`src/rtl/jt12_wr_sched.sv`:
```
// CPU-side write scheduler: captures host address/data writes, waits for the
// core slot-sync point, issues one register-file strobe and holds busy.
module jt12_wr_sched #(
  parameter int BUSY_CNT = 32,
  parameter int CW       = 6
) (
  input  logic       rst_n,
  input  logic       clk,
  input  logic       cen,
  input  logic       cs_n,
  input  logic       wr_n,
  input  logic [1:0] addr,
  input  logic [7:0] din,
  input  logic       zero,
  output logic [7:0] reg_addr,
  output logic       reg_part,
  output logic [7:0] reg_din,
  output logic       reg_we,
  output logic       busy,
  output logic       dropped
);

  localparam logic [1:0] ST_IDLE   = 2'd0;
  localparam logic [1:0] ST_WAIT   = 2'd1;
  localparam logic [1:0] ST_STROBE = 2'd2;
  localparam logic [1:0] ST_HOLD   = 2'd3;

  localparam logic [CW-1:0] CNT_LOAD = CW'(BUSY_CNT - 1);
  localparam logic [CW-1:0] CNT_ONE  = CW'(1);
  localparam logic [CW-1:0] CNT_ZERO = CW'(0);

  logic          wr_act_s;
  logic          wr_ev_s;
  logic          addr_ev_s;
  logic          data_ev_s;
  logic          wr_act_r;
  logic [7:0]    lat_addr_r;
  logic          lat_part_r;
  logic [1:0]    state_r;
  logic [CW-1:0] cnt_r;

  assign wr_act_s  = !cs_n && !wr_n;
  assign wr_ev_s   = wr_act_s && !wr_act_r;
  assign addr_ev_s = wr_ev_s && !addr[0];
  assign data_ev_s = wr_ev_s && addr[0];

  // Previous strobe level for rising-edge detection on the raw CPU clock
  always_ff @(posedge clk or negedge rst_n) begin
    if (!rst_n) begin
      wr_act_r <= 1'b0;
    end else begin
      wr_act_r <= wr_act_s;
    end
  end

  // Address latch is independent of the scheduler state
  always_ff @(posedge clk or negedge rst_n) begin
    if (!rst_n) begin
      lat_addr_r <= 8'd0;
      lat_part_r <= 1'b0;
    end else if (addr_ev_s) begin
      lat_addr_r <= din;
      lat_part_r <= addr[1];
    end else begin
      lat_addr_r <= lat_addr_r;
      lat_part_r <= lat_part_r;
    end
  end

  // Scheduler FSM; a data write is only ever accepted from IDLE
  always_ff @(posedge clk or negedge rst_n) begin
    if (!rst_n) begin
      state_r  <= ST_IDLE;
      cnt_r    <= CNT_ZERO;
      reg_addr <= 8'd0;
      reg_part <= 1'b0;
      reg_din  <= 8'd0;
      reg_we   <= 1'b0;
      busy     <= 1'b0;
      dropped  <= 1'b0;
    end else begin
      dropped <= data_ev_s && (state_r != ST_IDLE);
      case (state_r)
        ST_IDLE: begin
          reg_we <= 1'b0;
          if (data_ev_s) begin
            reg_addr <= lat_addr_r;
            reg_part <= lat_part_r;
            reg_din  <= din;
            busy     <= 1'b1;
            state_r  <= ST_WAIT;
          end
        end
        ST_WAIT: begin
          if (cen && zero) begin
            reg_we  <= 1'b1;
            state_r <= ST_STROBE;
          end
        end
        ST_STROBE: begin
          if (cen) begin
            reg_we  <= 1'b0;
            cnt_r   <= CNT_LOAD;
            state_r <= ST_HOLD;
          end
        end
        ST_HOLD: begin
          // busy falls on the cen tick that finds the counter already at zero
          if (cen) begin
            if (cnt_r == CNT_ZERO) begin
              busy    <= 1'b0;
              state_r <= ST_IDLE;
            end else begin
              cnt_r <= cnt_r - CNT_ONE;
            end
          end
        end
        default: begin
          reg_we  <= 1'b0;
          busy    <= 1'b0;
          state_r <= ST_IDLE;
        end
      endcase
    end
  end

endmodule

```
`config.mk`:
```
export PLATFORM = sky130hd
export DESIGN_NAME = jt12_wr_sched
export DESIGN_NICKNAME = d
export VERILOG_FILES = /design/src/rtl/jt12_wr_sched.sv
export SDC_FILE = /design/constraint.sdc
export NUM_CORES = 1
export LEC_CHECK = 0
export BUFFER_PORTS_ARGS = -buffer_cell sky130_fd_sc_hd__buf_2
export CAP_MARGIN = 20
export CORE_MARGIN = 4
export CORE_UTILIZATION = 48
export DETAILED_ROUTE_END_ITERATION = 8
export HOLD_SLACK_MARGIN = 0.15
export PLACE_DENSITY = 0.74
export SLEW_MARGIN = 40
export SYNTH_ARGS = -nofsm -noshare
export SYNTH_HDL_FRONTEND = slang
export SYNTH_SLANG_ARGS = --single-unit
```
`constraint.sdc`:
```
create_clock -name clk -period 1.8 [get_ports clk]
set_clock_uncertainty 0.15 [all_clocks]
set_input_delay 0.09 -clock clk [delete_from_list [all_inputs] [get_ports clk]]
set_output_delay 0.09 -clock clk [all_outputs]
set_load 0.05 [all_outputs]
```
==> run_results.csv <==
group,metric,value,unit
status,outcome,"finished, violations left",
status,failed_checks,"hold timing, setup timing",
cts,h-tree-depth,2,
route,wl_per_cell,13.9,um
setup_path,cp_slowest_cell,"dfrtp_2",
pwr,powerDensity,1600,nW/um^2
placement,dp_cells,231,
global_routing,grt_pass1_vias,1358,
setup_path,worst-path-max-fanout,4,
cells_and_area,diodes,0,
cts,worstSkewPairLatency,330,ps
cts,cts_setup_buffers,0,
setup_path,arrival,1970,ps
global_routing,grt_max_degree,38,
setup_path,criticalPathCategory,"flip-flop to flip-flop",
run,maxCapViolCount,0,
yosys,synth_ff_type,"dfrtp_1",
cts,cts.clk_slew.worst_paths,100,ps
die,rows,21,
worst_hold_path,hp-class,"primary input to flip-flop",
route,drt_iter0_drc,53,
sta,fin_worst_hold_slack,-54.1,ps
cells_and_area,nets,230,
setup_path,r2r-start,"state_r[1]$_DFFE_PN0P_",
yosys,netlist_area,1700,um^2
die,die_h,67.5,um
global_routing,antenna_found_initial,0,
yosys,ys_types,32,
setup_path,r2r_cells,5,
die,ios,36,
setup_path,crit_path_end_kind,"flip-flop",
yosys,synth-edff-count,0,
sta,finalSetupViolations,1,
route,first_pass_iters,4,
pwr,ir_drop,0.00104,V
setup_path,crit_family,"compound AO/OA/AOI/OAI gates",
die,design.die.area,4560,um^2
route,drc,0,
pwr,pwr-share-comb,52.0,%
die,core_area,3390,um^2
sta,timing.fmax,526,MHz
yosys,seq_area_frac_synth,55.9,%
yosys,synth_cells,136,
global_routing,grt.total_usage,18.2,%
cts,cts_buffer_depth,2,
sta,min_period,1900,ps
global_routing,grt_pass1_wl,6.09,mm
cells_and_area,syn2layout_area_growth,35.2,%
die,start_util,50.2,%
pwr,power_switching,1650,uW
sta,worst_pin_slew,367,ps
setup_path,crit_start,"state_r[1]$_DFFE_PN0P_",
yosys,syn_nets,158,
yosys,synth_async_sr_flop_share,100,%
route,ant_nets,0,
setup_path,cp.required,1870,ps
sta,worst_slew_margin_rel,74.9,%
yosys,avgSynthCellArea,12.5,um^2
setup_path,crit_end,"state_r[1]$_DFFE_PN0P_",
sta,setup_slack,-99.4,ps
yosys,synth_common_cells,"dfrtp_1 (38), mux2_2 (26), nand2_1 (9)",
worst_hold_path,holdCritStartpoint,"cs_n",
pwr,power.share.clock,12.0,%
placement,gp_congestion,0.805,
pwr,internal_power,2040,uW
pwr,power,3690,uW
yosys,synth_top_area_cell,"dfrtp_1",
setup_path,worstPathBufferInverterCount,1,
route,drt-total-wl,3.55,mm
setup_path,r2r_slack,-100,ps
sta,final.period_utilization,106,%
global_routing,grt-ovfl-total,0,
yosys,ys_seq_elements,38,
route,vias,1325,
yosys,synth.area.top_cells,"dfrtp_1 (56%), mux2_2 (17%), ha_1 (4.4%), nand2_1 (2.0%), inv_1 (1.8%)",
setup_path,critPathLaunchType,"flip-flop",
sta,hold_viol,1,
setup_path,path_depth,5,
die,die_w,67.5,um
cts,cts_sinks,38,
pwr,power_leakage,0.00111,uW
setup_path,critPathMaxStageDelay,440,ps
pwr,p_sw_share,44.8,%
setup_path,worstReg2RegEnd,"state_r[1]$_DFFE_PN0P_",
yosys,synth.top_cell.area_share,55.9,%
placement,dp_hpwl,2.53,mm
route,post_drt_via_cell_ratio,5.20,
sta,timing.final.max_slew_violations,0,
cts,cts_inserted_buffers,5,
cts,root_buffer,"clkbuf_4",
setup_path,crit_chain,"inv_2 > ha_1 > o311a_1 > a221o_2 > mux2_4",
cells_and_area,instances_no_fill,255,
cells_and_area,drive_gt1_share,45.9,%
placement,port_buffers,35,
cts,cts_tree,"built",
sta,rsz0062_at_grt,"yes",
pwr,p_seq_share,36.0,%
yosys,yosysWarnings,0,
yosys,post-synth-top-count-cell,"dfrtp_1",
## how the worst min path moves through the flow
stage                                   end  slack [ps]  depth (start not counted)
CTS                       dropped$_DFF_PN0_         -70                          3
finish                    dropped$_DFF_PN0_         -50                          3
global route              dropped$_DFF_PN0_         -70                          3
floorplan                  busy$_DFFE_PN0P_        -360                          0
detailed placement  reg_addr[4]$_DFFE_PN0P_        -260                          1
global placement    reg_addr[4]$_DFFE_PN0P_        -260                          1
## cell families after synthesis
logic type	synth area share, %
DFF	55.9
and+or+nand+nor	10.2
muxes	18.1
AOI/OAI and AO/OA	8.46
buffers and inverters	2.87
adders and majority gates	4.41
## tightest hold or removal path: cells and delay by family
| kind | cells | cell delay, ps |
|---|---|---|
| and+or+nand+nor | 2 | 200 |
| buffers and inverters | 1 | 110 |
## sequential cells by signal, summed over array words and instances, names as in the netlist
signal and flops:
reg_part 1, cnt_r 6, state_r 2, reg_din 8, wr_act_r 1, busy 1
lat_addr_r 8, dropped 1, reg_we 1, reg_addr 8, lat_part_r 1
## stage by stage
step           setup TNS (ps)  area [um^2]  utilization (%)  setup WS (ps)  hold slack (ps)
5_1_grt                  -774         2300             67.8           -145            -68.9
3_3_place_gp             -659         2070             61.1          -49.0             -262
6_report                -99.4         2300             67.8          -99.4            -54.1
2_1_floorplan           -30.1         1720                -          -30.1             -356
3_5_place_dp            -1510         2070             61.1           -135             -260
4_1_cts                 -93.9         2290             67.5          -93.9            -66.0
## routing by layer
metal  track usage [%]  up-vias  wire length [um]  part of all wire (%)
li1                  -      630                 -                     -
met4              9.11        0                93                   2.6
met2              31.8       33              1910                    54
met3              4.16       13               145                   4.1
met5                 0        -                 0                     0
met1              20.6      649              1400                    40
## power by group through the flow
stage	logic, uW	registers [uW]	clock network [uW]
after floorplan	626	2030	0
after global placement	1820	1310	0
after detailed placement	1880	1340	0
after CTS	1920	1330	460
after global routing	2040	1360	502
final	1920	1330	444
## what timing repair did
item	4_1_cts	5_1_grt
hold endpoints to repair	66	4
endpoints found under the setup margin	19	19
gates cloned	0	0
gates resized for setup	3	0
hold buffers	15	1
pin swaps	1	0
## cells in the final DEF, fill, tap and decap left out, drive strengths merged, types with 6 or more instances in the layout
cell type / netlist / layout
dfrtp: 38 / 38
nand2: 10 / 10
dlygate4sd3: 0 / 16
buf: 1 / 52
clkbuf: 2 / 7
nor2: 7 / 7
mux2: 27 / 27
inv: 8 / 8
ha: 6 / 6
## area by class of cell
| type | instances | area [um^2] |
|---|---|---|
| fill | 247 | 1090 |
| sequential | 38 | 952 |
| multi-input combinational | 87 | 723 |
| timing repair buffer | 68 | 475 |
| tap | 46 | 57.6 |
| clock buffer | 7 | 55.1 |
| inverter | 8 | 30.0 |
| clock inverter | 1 | 5.00 |
(Power assumes the default switching activity.)
